==> config.mk <==
export PLATFORM = sky130hd
export DESIGN_NAME = rx_controller
export DESIGN_NICKNAME = d
export VERILOG_FILES = /design/src/rtl/rx_controller.sv
export SDC_FILE = /design/constraint.sdc
export NUM_CORES = 1
export LEC_CHECK = 0
export CELL_PAD_IN_SITES_DETAIL_PLACEMENT = 0
export CELL_PAD_IN_SITES_GLOBAL_PLACEMENT = 1
export CORE_MARGIN = 8
export CORE_UTILIZATION = 26
export CTS_BUF_LIST = sky130_fd_sc_hd__clkbuf_16
export CTS_CLUSTER_DIAMETER = 30
export CTS_CLUSTER_SIZE = 8
export DETAILED_ROUTE_END_ITERATION = 10
export GPL_TIMING_DRIVEN = 0
export PLACE_DENSITY = 0.49
export SLEW_MARGIN = 40
export SYNTH_ARGS = -nofsm -noshare
export SYNTH_HDL_FRONTEND = slang
export SYNTH_SLANG_ARGS = --single-unit
export TNS_END_PERCENT = 1
==> constraint.sdc <==
create_clock -name clk -period 2.3 [get_ports clk]
set_clock_uncertainty 0.15 [all_clocks]
set_input_delay 0.46 -clock clk [delete_from_list [all_inputs] [get_ports clk]]
set_output_delay 0.46 -clock clk [all_outputs]
set_load 0.02 [all_outputs]
==> src/rtl/rx_controller.sv <==
// Receive controller: assembles LSB-first serial bits into bytes and queues them
// in a small FIFO, with sticky overrun and framing error flags.
module rx_controller #(
  parameter int unsigned DEPTH = 4
) (
  input  logic                     clk,
  input  logic                     rst,
  input  logic                     bit_ready,
  input  logic                     rx_bit,
  input  logic                     active_rx,
  input  logic                     done,
  input  logic                     framing_err,
  output logic [7:0]               data_out,
  output logic                     data_out_valid,
  input  logic                     data_out_ready,
  output logic                     rx_busy,
  output logic [$clog2(DEPTH):0]   fifo_count,
  output logic                     overrun_err,
  output logic                     frame_err,
  input  logic                     err_clear
);

  localparam int unsigned PtrW = $clog2(DEPTH);
  localparam logic [PtrW:0] FullCount = (PtrW + 1)'(DEPTH);

  localparam logic [1:0] StIdle     = 2'd0;
  localparam logic [1:0] StAssemble = 2'd1;
  localparam logic [1:0] StWaitStop = 2'd2;

  logic [1:0]      state_q, state_d;
  logic [2:0]      bit_cnt_q, bit_cnt_d;
  logic [7:0]      shift_q, shift_d;
  logic [PtrW-1:0] wr_ptr_q, wr_ptr_d;
  logic [PtrW-1:0] rd_ptr_q, rd_ptr_d;
  logic [PtrW:0]   count_q, count_d;
  logic [7:0]      mem_q [DEPTH];
  logic [7:0]      mem_d [DEPTH];
  logic            overrun_q, overrun_d;
  logic            frame_err_q, frame_err_d;

  logic push_req;
  logic set_frame_err;
  logic pop;
  logic full;
  logic push_ok;

  // Frame assembly FSM
  always_comb begin
    state_d       = state_q;
    bit_cnt_d     = bit_cnt_q;
    shift_d       = shift_q;
    push_req      = 1'b0;
    set_frame_err = 1'b0;
    case (state_q)
      StIdle: begin
        if (active_rx) begin
          state_d   = StAssemble;
          bit_cnt_d = 3'd0;
          shift_d   = 8'h00;
        end
      end
      StAssemble: begin
        if (done) begin
          set_frame_err = 1'b1;
          state_d       = StIdle;
        end else if (!active_rx) begin
          state_d = StIdle;
        end else if (bit_ready) begin
          shift_d   = {rx_bit, shift_q[7:1]};
          bit_cnt_d = bit_cnt_q + 3'd1;
          if (bit_cnt_q == 3'd7) begin
            state_d = StWaitStop;
          end
        end
      end
      StWaitStop: begin
        if (done) begin
          push_req      = !framing_err;
          set_frame_err = framing_err;
          state_d       = StIdle;
        end else if (!active_rx) begin
          state_d = StIdle;
        end
      end
      default: state_d = StIdle;
    endcase
  end

  // FIFO; a pop in the same cycle frees the slot for a push at full
  always_comb begin
    pop      = data_out_valid && data_out_ready;
    full     = (count_q == FullCount);
    push_ok  = push_req && (!full || pop);
    wr_ptr_d = wr_ptr_q;
    rd_ptr_d = rd_ptr_q;
    count_d  = count_q;
    mem_d    = mem_q;
    if (push_ok) begin
      mem_d[wr_ptr_q] = shift_q;
      wr_ptr_d        = wr_ptr_q + 1'b1;
    end
    if (pop) begin
      rd_ptr_d = rd_ptr_q + 1'b1;
    end
    if (push_ok && !pop) begin
      count_d = count_q + 1'b1;
    end else if (pop && !push_ok) begin
      count_d = count_q - 1'b1;
    end
  end

  // A new error in the same cycle as err_clear keeps the flag set
  always_comb begin
    overrun_d   = err_clear ? 1'b0 : overrun_q;
    frame_err_d = err_clear ? 1'b0 : frame_err_q;
    if (push_req && full && !pop) begin
      overrun_d = 1'b1;
    end
    if (set_frame_err) begin
      frame_err_d = 1'b1;
    end
  end

  always_ff @(posedge clk) begin
    if (rst) begin
      state_q     <= StIdle;
      bit_cnt_q   <= 3'd0;
      shift_q     <= 8'h00;
      wr_ptr_q    <= '0;
      rd_ptr_q    <= '0;
      count_q     <= '0;
      overrun_q   <= 1'b0;
      frame_err_q <= 1'b0;
    end else begin
      state_q     <= state_d;
      bit_cnt_q   <= bit_cnt_d;
      shift_q     <= shift_d;
      wr_ptr_q    <= wr_ptr_d;
      rd_ptr_q    <= rd_ptr_d;
      count_q     <= count_d;
      overrun_q   <= overrun_d;
      frame_err_q <= frame_err_d;
    end
  end

  always_ff @(posedge clk) begin
    mem_q <= mem_d;
  end

  always_comb begin
    data_out_valid = (count_q != '0);
    data_out       = data_out_valid ? mem_q[rd_ptr_q] : 8'h00;
    rx_busy        = (state_q != StIdle);
    fifo_count     = count_q;
    overrun_err    = overrun_q;
    frame_err      = frame_err_q;
  end

endmodule
==> impl_metrics.ini <==
[status]
status = complete, no violations

[timing]
relSlewSlack_pct = 70.1
fin_setup_tns_ns = 0
fmax_mhz = 436
period_needed_ns = 2.29
rsz0062_at_grt = true
hold_violations = 0
finalSetupViolCount = 0
tightest_slew_ns = 0.449
fin_ws_ns = 0.00703
slew_violations = 0
period_share_pct = 99.7

[cells_and_area]
final_common_cell = edfxtp_1
area_growth_syn_to_layout_pct = 25.1
fin_cells = 348
drive_gt1_share_pct = 21.9
nets = 238
diodes = 0
fillers = 918
final_cell_mix = edfxtp_1, dfxtp_1, nand3b_1, nand2b_1
fin_util_pct = 33.5

[grt]
grt_pass1_wl_mm = 8.03
grt_overflow_total = 0
antenna_found_initial = 0
grt_use_total_pct = 7.92
grt_pass1_vias = 1563
grt_max_degree = 20

[drt]
routedWlPerCell_um = 13.8
drt_iter0_drc = 40
wl_mm = 4.79
postRouteAntennaNets = 0
drc = 0
vias = 1488
vias_per_cell = 4.28
firstDrtPassIters = 4

[yosys]
syn-cell-area_sq_mm = 0.00247
synth-async-reset-ratio_pct = 0
ys_seq_elements = 54
synth.distinct_cells = 41
avgSynthCellArea_sq_um = 13.5
synth_top_flop_cell = edfxtp_1
synth_edf_count = 32
synth_nets = 203
synthCells = 183
ys_warn_count = 0
ys_seq_area_share_pct = 56.6

[setup_path]
cp.arrival_ns = 1.68
worstPathMaxFanout = 4
startpoint_type = flop
critPathKind = flop to output port
required_ns = 1.69
end_kind = output port

[power_and_ir_drop]
clkPwrFrac_pct = 41.2
combPwrFrac_pct = 5.2
pwr-share-seq_pct = 53.6
power_density_mw_per_mm2 = 614
intPower_mw = 1.48
p_switching_mw = 0.424
swShare_pct = 22.3
ir_worst_vdd_mv = 0.360
p_leak_nw = 1.15

[clocking]
htreeDepth = 2
cts_root_buf = clkbuf_16
numCtsBuffers = 5
cts_hold_buf = 0
cts_buffer_depth = 2
clk_latency_ns = 0.29
cts_tree = done
clk_pin_slew_ns = 0.07
cts_sinks = 54

[floorplanning]
die_area_sq_mm = 0.0129
dieHeight_um = 114
io_pins = 24
die_w_um = 114
core_area_sq_mm = 0.00924
rows = 35
start_util_pct = 26.8

[place]
dpl_worst_slack_ns = -0.538
hpwl_mm = 3.31
port_buffers = 23
place_congestion = 0.719
dpl.cell_count = 335

[flow_run]
maxCapViolations = 0

[hold_path]
holdCritPathClass = flop to flop
worst paths after layout:
kind	startpoint	to	cells past startpoint	slack (ns)
setup / recovery	rd_ptr_q[0]$_SDFFE_PP0P_	data_out[5]	4	0.007
hold / removal	bit_cnt_q[2]$_SDFFE_PP0P_	bit_cnt_q[2]$_SDFFE_PP0P_	2	0.33
setup reg to reg	state_q[0]$_SDFFE_PP0P_	fifo_count[2]$_SDFFE_PP0P_	10	0.06
hold reg to reg	bit_cnt_q[2]$_SDFFE_PP0P_	bit_cnt_q[2]$_SDFFE_PP0P_	2	0.33
kinds of logic (layout without fill, tap and decap cells):
| group | after synthesis | in the layout | share of synthesized area [%] |
|---|---|---|---|
| AND/OR/NAND/NOR | 56 | 56 | 15.1 |
| flip-flops | 54 | 54 | 56.6 |
| AO/OA/AOI/OAI | 20 | 20 | 5.76 |
| multiplexers | 19 | 19 | 11.7 |
| buffers and inverters | 19 | 55 | 3.49 |
| adder cells (fa/ha/maj) | 11 | 11 | 5.86 |
| XOR/XNOR | 4 | 4 | 1.42 |
power by group through the flow:
stage,Sequential [mW],Combinational [mW],Clock [mW]
3_3_place_gp,1.04,0.103,0
4_1_cts,1.02,0.100,0.811
3_5_place_dp,1.04,0.102,0
6_report,1.02,0.0979,0.783
5_1_grt,1.02,0.109,0.848
2_1_floorplan,1.04,0.0621,0
stage by stage:
stage          total power [mW]  hold WS, ns  instance area (sq um)
5_1_grt                    1.98        0.352                   3100
3_3_place_gp               1.14        0.319                   2870
4_1_cts                    1.93        0.336                   3100
3_5_place_dp               1.14        0.323                   2870
6_report                   1.90        0.332                   3100
2_1_floorplan              1.10        0.302                   2470
worst max-delay path, cell delays in order (launching register included):
cell and delay, ns:
dfxtp_2 0.35, bufbuf_16 0.26, mux4_2 0.47, and2b_1 0.16
buf_2 0.15
per-layer routing:
layer / routed length, um / share of wire [%] / global-route usage, %
met2: 2310 / 48 / 13.2
met3: 209 / 4.4 / 2.32
met1: 2210 / 46 / 9.45
met4: 70 / 1.5 / 2.93
met5: 0 / 0 / 0
synth_stat cells (all sizes together), types with 3 or more instances:
| cell | n | share of area, % |
|---|---|---|
| a21oi | 3 | 0.61 |
| and2b | 7 | 2.1 |
| dfxtp | 22 | 18 |
| nand3b | 12 | 3.6 |
| edfxtp | 32 | 39 |
| nor2 | 8 | 1.2 |
| mux2i | 11 | 4.4 |
| clkbuf | 4 | 0.61 |
| inv | 10 | 1.5 |
| xor2 | 4 | 1.4 |
| ha | 10 | 5.1 |
| buf | 5 | 1.4 |
| mux4 | 8 | 7.3 |
| o21ai | 3 | 0.61 |
| and3 | 4 | 1.0 |
| nand2b | 12 | 3.0 |
state kept, by name, summed over array words and instances (netlist names):
name         cells
mem_q           32
shift_q          8
bit_cnt_q        3
fifo_count       3
rd_ptr_q         2
state_q          2
wr_ptr_q         2
frame_err        1
overrun_err      1
what timing repair did:
action,CTS,global route
hold endpoints to repair,0,0
endpoints found under the setup margin,12,7
pin swaps,3,1
resized for setup,46,5
setup buffers,4,0
cloned,1,0
cell type report:
cell class / count / area (sq um) / area share (%)
plain buffers: 9 / 56.3 / 1.82
clock buffers: 5 / 125 / 4.04
clock inverters: 3 / 28.8 / 0.930
inverters: 10 / 37.5 / 1.21
multi-input cells: 110 / 1030 / 33.3
flip-flops and latches: 54 / 1410 / 45.4
well taps: 129 / 161 / 5.21
repair buffers: 28 / 248 / 8.00
Note: power is estimated with default switching activity, not from simulation.
